### config.mk
export PLATFORM = sky130hd
export DESIGN_NAME = lsm_sequencer
export DESIGN_NICKNAME = d
export VERILOG_FILES = /design/src/rtl/lsm_sequencer.sv
export SDC_FILE = /design/constraint.sdc
export NUM_CORES = 1
export LEC_CHECK = 0
export CORE_AREA = 2 2 107 109
export DETAILED_ROUTE_END_ITERATION = 8
export DIE_AREA = 0 0 109 111
export GPL_ROUTABILITY_DRIVEN = 0
export SYNTH_ARGS = -nofsm -noshare
export SYNTH_HDL_FRONTEND = slang
export SYNTH_SLANG_ARGS = --single-unit
### constraint.sdc
create_clock -name clk -period 3.1 [get_ports clk]
set_input_delay 0.62 -clock clk [delete_from_list [all_inputs] [get_ports clk]]
set_output_delay 0.62 -clock clk [all_outputs]
set_load 0.01 [all_outputs]
### src/rtl/lsm_sequencer.sv
// rtl/lsm_sequencer.sv - load/store-multiple sequencer walking a register mask lowest index first.
// Optional LSM_WRITEBACK_EN adds a final base-register write-back of the end address.
module lsm_sequencer #(
  parameter int NREGS  = 8,
  parameter int AW     = 16,
  parameter int STRIDE = 1,
  parameter int IW     = $clog2(NREGS)
) (
  input  logic             clk,
  input  logic             proc_rst,
  input  logic             start,
  input  logic             is_store,
  input  logic [AW-1:0]    base_addr,
  input  logic [NREGS-1:0] reg_mask,
  input  logic [IW-1:0]    base_reg,
  input  logic             abort,
  input  logic             mem_ready,
  output logic             busy,
  output logic             done,
  output logic             mem_req,
  output logic             mem_we,
  output logic [AW-1:0]    mem_addr,
  output logic [IW-1:0]    rf_raddr,
  output logic             rf_wen,
  output logic [IW-1:0]    rf_waddr,
  output logic [AW-1:0]    wb_data
);

  typedef enum logic [2:0] {
    S_IDLE, S_SCAN, S_ACCESS, S_LOADWR, S_WB, S_DONE
  } state_t;

  state_t           r_state;
  logic [NREGS-1:0] r_mask;
  logic [AW-1:0]    r_ptr;
  logic [IW-1:0]    r_idx;
  logic             r_is_store;
  logic             r_abort_pend;
  logic             r_busy;
  logic             r_done;
  logic             r_mem_req;
  logic             r_mem_we;
  logic [AW-1:0]    r_mem_addr;
  logic [IW-1:0]    r_rf_raddr;
  logic             r_rf_wen;
  logic [IW-1:0]    r_rf_waddr;
  logic [IW-1:0]    w_low;

  // Descending scan so the lowest set bit is the last assignment and wins.
  always_comb begin
    w_low = '0;
    for (int i = NREGS - 1; i >= 0; i--) begin
      if (r_mask[i]) w_low = IW'(i);
    end
  end

`ifdef LSM_WRITEBACK_EN
  logic [AW-1:0] r_wb_data;
  assign wb_data = r_wb_data;
`else
  logic w_unused_base_reg;
  assign w_unused_base_reg = ^base_reg;
  assign wb_data = '0;
`endif

  always_ff @(posedge clk or negedge proc_rst) begin
    if (!proc_rst) begin
      r_state      <= S_IDLE;
      r_mask       <= '0;
      r_ptr        <= '0;
      r_idx        <= '0;
      r_is_store   <= 1'b0;
      r_abort_pend <= 1'b0;
      r_busy       <= 1'b0;
      r_done       <= 1'b0;
      r_mem_req    <= 1'b0;
      r_mem_we     <= 1'b0;
      r_mem_addr   <= '0;
      r_rf_raddr   <= '0;
      r_rf_wen     <= 1'b0;
      r_rf_waddr   <= '0;
`ifdef LSM_WRITEBACK_EN
      r_wb_data    <= '0;
`endif
    end else begin
      r_done   <= 1'b0;
      r_rf_wen <= 1'b0;
      case (r_state)
        S_IDLE: begin
          if (start) begin
            r_is_store   <= is_store;
            r_mask       <= reg_mask;
            r_ptr        <= base_addr;
            r_abort_pend <= 1'b0;
            r_busy       <= 1'b1;
            r_state      <= S_SCAN;
          end
        end
        S_SCAN: begin
          if (abort) begin
            r_busy  <= 1'b0;
            r_state <= S_IDLE;
          end else if (r_mask == '0) begin
`ifdef LSM_WRITEBACK_EN
            r_rf_wen   <= 1'b1;
            r_rf_waddr <= base_reg;
            r_wb_data  <= r_ptr;
            r_state    <= S_WB;
`else
            r_done  <= 1'b1;
            r_state <= S_DONE;
`endif
          end else begin
            r_idx      <= w_low;
            r_mem_req  <= 1'b1;
            r_mem_we   <= r_is_store;
            r_mem_addr <= r_ptr;
            r_rf_raddr <= w_low;
            r_state    <= S_ACCESS;
          end
        end
        S_ACCESS: begin
          // An abort here is only remembered; the memory handshake must finish first.
          if (abort) r_abort_pend <= 1'b1;
          if (mem_ready) begin
            r_mask    <= r_mask & ~(NREGS'(1) << r_idx);
            r_ptr     <= r_ptr + AW'(STRIDE);
            r_mem_req <= 1'b0;
            r_mem_we  <= 1'b0;
            if (abort || r_abort_pend) begin
              r_busy  <= 1'b0;
              r_state <= S_IDLE;
            end else if (r_is_store) begin
              r_state <= S_SCAN;
            end else begin
              r_rf_wen   <= 1'b1;
              r_rf_waddr <= r_idx;
              r_state    <= S_LOADWR;
            end
          end
        end
        S_LOADWR: begin
          if (abort) begin
            r_busy  <= 1'b0;
            r_state <= S_IDLE;
          end else begin
            r_state <= S_SCAN;
          end
        end
        S_WB: begin
          r_done  <= 1'b1;
          r_state <= S_DONE;
        end
        S_DONE: begin
          r_busy  <= 1'b0;
          r_state <= S_IDLE;
        end
        default: begin
          r_busy    <= 1'b0;
          r_mem_req <= 1'b0;
          r_state   <= S_IDLE;
        end
      endcase
    end
  end

  assign busy     = r_busy;
  assign done     = r_done;
  assign mem_req  = r_mem_req;
  assign mem_we   = r_mem_we;
  assign mem_addr = r_mem_addr;
  assign rf_raddr = r_rf_raddr;
  assign rf_wen   = r_rf_wen;
  assign rf_waddr = r_rf_waddr;

endmodule

Word-level counts from Yosys, hierarchy flattened:

Cells that the tools add are included.

* multiplexer cells: 44
* bitwise operators: 8
* eq/ne operators: 12
* $add $sub $neg: 1
* shift-type cells: 1
* reduce and logical (&&, ||, !) cells: 16

Operator list (number)
* $mux W3: 12
* $mux W16: 2
* $pmux W16 S2: 1
* $mux W1: 18
* $add A16 B1 Y16 const B: 1
* $mux W8: 2
* $pmux W8 S2: 1
* $pmux W3 S5: 1
* $ne A2 B2 Y1 const B: 6
* $reduce_and A4 Y1: 3
* $reduce_and A3 Y1: 3
* $and A8 B8 Y8: 1
* $logic_not A8 Y1: 1
* $not A8 Y8: 1
* $shl A1 B3 Y8 const A: 1
* $eq A3 B2 Y1 const B: 2
* $eq A3 B3 Y1 const B: 2
* $not A1 Y1: 6
* $pmux W1 S2: 3
* $reduce_and A5 Y1: 1
* $mux W2: 2
* $pmux W1 S4: 1
* $reduce_and A2 Y1: 2
* $reduce_bool A2 Y1: 2
* 7 further kinds: 7

* word-level logic and storage cells: 95
* register bits: 56

Logic depth before layout (Yosys ltp):

Gate-level depths: netlist (run 1).

* depth after elaboration: 8
* depth in mapped cells: 7
* depth with buffers taken out: 5

Worst setup path before layout (run 1):

No wires, ideal clock.

* path kind: in2reg
* from: input abort
* to: register r_rf_waddr[0], in the netlist rf_waddr[0]
* stages: 4
* arrival time: 1.691 ns
* setup time: 0.125 ns
* required time: 2.975 ns
* setup slack: 1.284 ns
* cell sequence: or4_1 nor3_2 nand2_2 mux2_4

* word-level cells in the longest chain between the ends: 3

RTL lines
* from (decl): line 16 `input logic abort,`
* $logic_or A1 B1 Y1: line 130 `if (abort || r_abort_pend) begin`
* $not A1 Y1 (no line)
* $reduce_and A4 Y1 (no line)
* to (signal assigned): line 137 `r_rf_waddr <= r_idx;`
* to (decl): line 46 `logic [IW-1:0] r_rf_waddr;`

No other way between the ends.
A chain may end at the register's enable or synchronous reset.

Final worst setup path (run 1):

* from: register r_mask[0]
* to: register r_mem_we, in the netlist mem_we

* word-level cells in the longest chain between the ends: 3

RTL lines
* from (decl): line 34 `logic [NREGS-1:0] r_mask;`
* from (signal assigned): line 92 `r_mask <= reg_mask;`
* from (signal assigned): line 126 `r_mask <= r_mask & ~(NREGS'(1) << r_idx);`
* $logic_not A8 Y1: line 103 `end else if (r_mask == '0) begin`
* $ne A2 B2 Y1 (no line)
* $reduce_and A4 Y1 (no line)
* to (signal assigned): line 116 `r_mem_we <= r_is_store;`
* to (decl): line 42 `logic r_mem_we;`

No other way between the ends.

==> results of run 1 <==
-- final timing paths --
kind	cells after the start	end	start
worst min register to register	2	mem_addr[4]	mem_addr[4]
min in group clk	2	mem_addr[4]	mem_addr[4]
max in group asynchronous	2	r_mask[5]	proc_rst
worst min-delay path	2	mem_addr[3]	proc_rst
worst max register to register	3	mem_we	r_mask[0]
worst max-delay path	3	mem_we	r_mask[0]
-- area by class of cell --
cell class	instances	area share, %
Multi-Input combinational cell	245	36.9
Timing Repair Buffer	63	16.3
Inverter	7	0.705
Clock buffer	5	3.36
Tap cell	143	4.80
Sequential cell	56	37.6
Clock inverter	2	0.336
-- flip-flops by register name, indices dropped and copies added (netlist names), 3 cells and up --
name,count
mem_addr,16
rf_raddr,3
r_ptr,16
rf_waddr,3
r_state,3
r_mask,8
-- layer usage --
metal / track usage, % / wire [µm] / vias to the layer above
met5: 0 / 0 / -
li1: - / - / 1231
met1: 17.9 / 3590 / 1227
met4: 4.27 / 142 / 0
met2: 20.9 / 3620 / 78
met3: 3.47 / 469 / 11
-- placed cells by master (no fill, tap or decap), types with 3 or more instances in the layout --
cell,synthesis,final
dfrtp_1,56,56
clkbuf_16,0,5
mux2_4,3,3
nor3b_1,3,3
o21ai_0,28,28
a311oi_1,3,3
o41ai_1,3,3
nor3_1,6,6
conb_1,1,16
a22o_1,6,6
nor2_1,18,18
a2bb2oi_1,4,4
clkdlybuf4s50_1,0,55
buf_4,18,7
nand3_1,10,10
inv_1,7,7
a31oi_1,5,5
nand2_1,69,69
and3_1,4,4
a21oi_1,23,23
-- cell families after synthesis --
kind of cell	share of synthesized area, %
adders and majority gates	0.420
muxes	2.27
other	0.126
buffers and inverters	8.77
and+or+nand+nor	21.5
DFF	47.0
AOI/OAI and AO/OA	19.9
-- through the flow --
stage | instance area [µm²] | util [%] | hold WS [ns] | power (mW)
final | 3730 | 33.6 | 0.470 | 3.62
after global routing | 3730 | 33.6 | 0.507 | 3.92
after CTS | 3730 | 33.6 | 0.485 | 3.64
after detailed placement | 3590 | 32.4 | 0.466 | 3.07
after global placement | 3590 | 32.4 | 0.463 | 3.02
after floorplan | 3040 | - | 0.324 | 2.45
-- power by group --
part	internal [mW]	switching, mW	total [mW]
Sequential	1.06	0.400	1.46
Combinational	0.780	0.824	1.60
Clock	0.294	0.261	0.555
Total	2.14	1.48	3.62
==> impl_metrics.py, run 1 <==
metrics = {
    "setup_path": {
        "worstPathMaxFanout": 22,
        "cp.required_ns": 3.23,
        "end_kind": "flip-flop",
        "arrival_ns": 2.37,
        "slowest_delay_ns": 0.83,
        "cp_num_buf_inv": 0,
        "cp-start-kind": "flip-flop",
        "cp_top_family": "compound AO/OA/AOI/OAI gates",
        "worstSetupPathType": "flip-flop to flip-flop",
        "r2r_slack_ns": 0.86,
        "crit_path_top_delay_cell": "o21ai_2",
        "worstPathCellList": "or4_4, o21ai_2, o21ai_0",
    },
    "route": {
        "antenna_left": 0,
        "drt_iter0_drc": 242,
        "drt-pass1-iter-count": 4,
        "viasPerCell": 4.89,
        "finalWirelength_um": 7820,
        "drc_errors": 0,
        "dr_total_vias": 2547,
        "avgRoutedWirePerCell_um": 15.0,
    },
    "sta": {
        "max_freq_ghz": 0.446,
        "rsz0062_at_grt": "false",
        "period_needed_ns": 2.24,
        "fin_skew_ns": 0.00894,
        "finalSetupTns_ns": 0,
        "relSlewSlack_pct": 31.8,
        "fin_crit_sh_pct": 72.3,
        "hold_viol_final": 0,
        "tightest_slew_ns": 1.02,
        "setup_violations": 0,
        "slew_violations": 0,
        "setup_ws_ns": 0.858,
    },
    "grt": {
        "grt_usage_pct": 13.3,
        "grt_pass1_vias": 2501,
        "grt_pass1_wl_um": 12800,
        "antenna_found_initial": 0,
        "grt_max_degree": 57,
        "overflow": 0,
    },
    "synthesis": {
        "synth_most_common_cell": "nand2_1",
        "async_flop_share_pct": 100,
        "syn-mean-instance-area_um2": 9.03,
        "synth_area_leaders": "dfrtp_1 47%, nand2_1 8.7%, o21ai_0 4.7%",
        "yosysTopAreaCellShare_pct": 47.0,
        "synthTopCellsByCount": "69 x nand2_1, 56 x dfrtp_1, 28 x o21ai_0, 23 x a21oi_1",
        "ys_seq_area_share_pct": 47.0,
        "synth.distinct_cells": 53,
        "synth_top_cell_by_area": "dfrtp_1",
        "ys_ff_latch": 56,
        "ys_warn_count": 0,
        "synth_edf_count": 0,
        "syn_inst": 330,
        "synth_ff_type": "dfrtp_1",
        "syn_area_um2": 2980,
    },
    "cts": {
        "htree_levels": 2,
        "cts_tree": "done",
        "cts_buffers": 5,
        "cts_root_buffer": "clkbuf_16",
        "clk_pin_slew_ns": 0.07,
        "ctsResizeCount": 0,
        "cts_setup_buffers": 0,
        "hold_buffers": 0,
        "clk_latency_ns": 0.29,
        "cts_buffer_depth": 2,
        "clkSinkCount": 56,
    },
    "job": {
        "cap_violations": 0,
    },
    "floorplanning": {
        "dieWidth_um": 109,
        "core_area_um2": 11100,
        "rows": 39,
        "die-area_um2": 12100,
        "ios": 76,
        "start_util_pct": 26.9,
        "die_h_um": 111,
    },
    "cells_and_area": {
        "nets": 412,
        "antenna_cells": 0,
        "syn_to_final_growth_pct": 25.0,
        "drive_gt1_share_pct": 7.94,
        "n_fill_cell": 1127,
        "area.sequential_um2": 1400,
        "stdcell_count": 521,
        "multi_input_area_um2": 1370,
    },
    "placed_design": {
        "port_buffers": 56,
        "dp.cells": 514,
        "dp_hpwl_um": 5400,
        "place_ws_ns": 0.593,
    },
    "power": {
        "vdd_drop_max_v": 0.000351,
        "powerDensity_nw_per_um2": 972,
        "leakage_nw": 1.59,
    },
    "hold_path": {
        "hp-class": "input port to asynchronous set/reset pin",
    },
    "run_status": {
        "outcome": "completed",
    },
}
Note: power is estimated with default switching activity, not from simulation.
==> inputs of run 2 (changes only) <==
- clock period: 3.1 -> 2.25 ns (I/O delays scaled with it)
==> run 2 against run 1 <==
Compared with the run above: maximum frequency rose by 15%; first-iteration DRC count up 23%; worst hold slack worse by 0.32 ns; worst setup slack got worse by 0.56 ns; flip-flop and latch count stayed put; register-to-register slack got worse by 0.56 ns; design area is 3.4% higher.
==> impl_metrics.py, run 2 (synthesis results as in run 1) <==
metrics = {
    "setup_path": {
        "setup.worst_path.end": "r_ptr[0]",
        "end_kind": "flip-flop",
        "worstSetupPathType": "flip-flop to flip-flop",
        "worstSetupPathDepth": 4,
        "cp_top_family": "simple AND/OR/NAND/NOR gates",
        "reg2reg_to": "r_ptr[0]",
        "cp-start-kind": "flip-flop",
        "slowest_delay_ns": 0.72,
        "worstSetupStartpoint": "r_state[1]",
        "arrival_ns": 2.12,
        "r2r_start": "r_state[1]",
        "worstPathMaxFanout": 21,
        "cp.required_ns": 2.42,
        "reg2reg_depth": 4,
        "crit_path_top_delay_cell": "or3b_2",
        "cp_num_buf_inv": 0,
        "worstPathCellList": "or3b_2, and2_1, o21ai_0, o21ai_0",
        "r2r_slack_ns": 0.30,
        "crit_top_cell": "o21ai_0",
    },
    "cells_and_area": {
        "multi_input_area_um2": 1370,
        "syn_to_final_growth_pct": 29.3,
        "layout_commonest_cell": "nand2_1",
        "n_fill_cell": 1151,
        "area.sequential_um2": 1400,
        "design_area_um2": 3850,
        "nets": 422,
        "antenna_cells": 0,
        "drive_gt1_share_pct": 10.3,
        "final_cell_mix": "69 x nand2_1, 56 x dfrtp_1, 55 x clkdlybuf4s50_1",
    },
    "power": {
        "leakage_nw": 1.66,
        "powerDensity_nw_per_um2": 1350,
        "vdd_drop_max_v": 0.000409,
    },
    "placed_design": {
        "dp_hpwl_um": 5540,
        "dpl-instance-area_um2": 3690,
        "port_buffers": 56,
    },
    "sta": {
        "period_needed_ns": 1.95,
        "max_freq_ghz": 0.512,
        "fin_crit_sh_pct": 86.8,
        "slew_violations": 0,
        "finalSetupTns_ns": 0,
        "hold_viol_final": 0,
        "fin_skew_ns": 0.00580,
        "rsz0062_at_grt": "false",
        "setup_violations": 0,
    },
    "cts": {
        "cts_setup_buffers": 0,
        "cts_buffer_depth": 2,
        "cts_buffers": 5,
        "clkSinkCount": 56,
        "htree_levels": 2,
        "clk_pin_slew_ns": 0.07,
        "cts_root_buffer": "clkbuf_16",
        "cts_tree": "done",
        "ctsResizeCount": 0,
        "clk_latency_ns": 0.29,
        "hold_buffers": 0,
    },
    "grt": {
        "grt_pass1_wl_um": 12500,
        "antenna_found_initial": 0,
        "grt_usage_pct": 13.1,
        "grt_pass1_vias": 2464,
        "overflow": 0,
        "grt_max_degree": 57,
    },
    "route": {
        "dr_total_vias": 2586,
        "drt-pass1-iter-count": 4,
        "viasPerCell": 4.86,
        "finalWirelength_um": 7720,
        "avgRoutedWirePerCell_um": 14.5,
        "drt_iter0_drc": 298,
        "antenna_left": 0,
        "drc_errors": 0,
    },
    "floorplanning": {
        "die_h_um": 111,
        "ios": 76,
        "dieWidth_um": 109,
        "start_util_pct": 26.9,
        "core_area_um2": 11100,
        "die-area_um2": 12100,
        "rows": 39,
    },
    "job": {
        "cap_violations": 0,
    },
    "hold_path": {
        "hp-class": "input port to asynchronous set/reset pin",
    },
    "run_status": {
        "outcome": "completed",
    },
}
run 2: cell types whose count changed in the layout (fill, tap and decap cells not counted), sizes merged:
cell and change:
clkinvlp -1, buf +10, clkbuf +1, bufinv +1
run 2: report_power, final:
part / switching (mW) / internal, mW / total (mW)
Combinational: 1.19 / 1.17 / 2.35
Clock: 0.357 / 0.525 / 0.881
Sequential: 0.502 / 1.47 / 1.97
Total: 2.04 / 3.16 / 5.20
run 2: routing by layer:
layer	global-route usage [%]	wire length (µm)
met1	18.0	3450
met2	19.5	3510
met3	3.64	593
met4	5.13	174
met5	0	0
run 2: cell type report:
cell class                      count  share of cell area (%)
Sequential cell                    56                    36.4
Multi-Input combinational cell    245                    35.7
Timing Repair Buffer               73                    18.4
Tap cell                          143                    4.64
Clock buffer                        6                    3.35
Clock inverter                      2                   0.909
Inverter                            7                   0.682
run 2: metrics by stage:
stage	util [%]	hold WS [ns]	setup slack, ns	std cells	total power [mW]
finish	34.8	0.147	0.297	532	5.20
global route	34.8	0.178	0.208	532	5.61
CTS	34.8	0.168	0.317	532	5.25
detailed placement	33.3	0.462	0.0891	524	4.35
global placement	33.3	0.462	0.107	524	4.28
floorplan	-	0.154	0.604	345	3.38
run 2: how the worst min path moves through the flow:
| stage | start | to | slack (ns) | cells past startpoint |
|---|---|---|---|---|
| floorplan | proc_rst | busy | 0.15 | 0 |
| global placement | mem_addr[5] | mem_addr[5] | 0.46 | 2 |
| detailed placement | mem_addr[5] | mem_addr[5] | 0.46 | 2 |
| CTS | proc_rst | r_ptr[5] | 0.17 | 2 |
| global route | proc_rst | r_ptr[3] | 0.18 | 2 |
| finish | proc_rst | mem_addr[3] | 0.15 | 2 |
run 2: worst register-to-register path: cells and delay by family (launching register included):
kind | cells | cell delay (ns)
DFF | 1 | 0.62
and+or+nand+nor | 2 | 0.97
AOI/OAI and AO/OA | 2 | 0.23
==> inputs of run 3 (changes only) <==
- ABC_CLOCK_PERIOD_IN_PS: default -> 2250
- SLEW_MARGIN: default -> 20
==> results of run 3 <==
Final layout, timing and power as in run 2 (identical DEF).
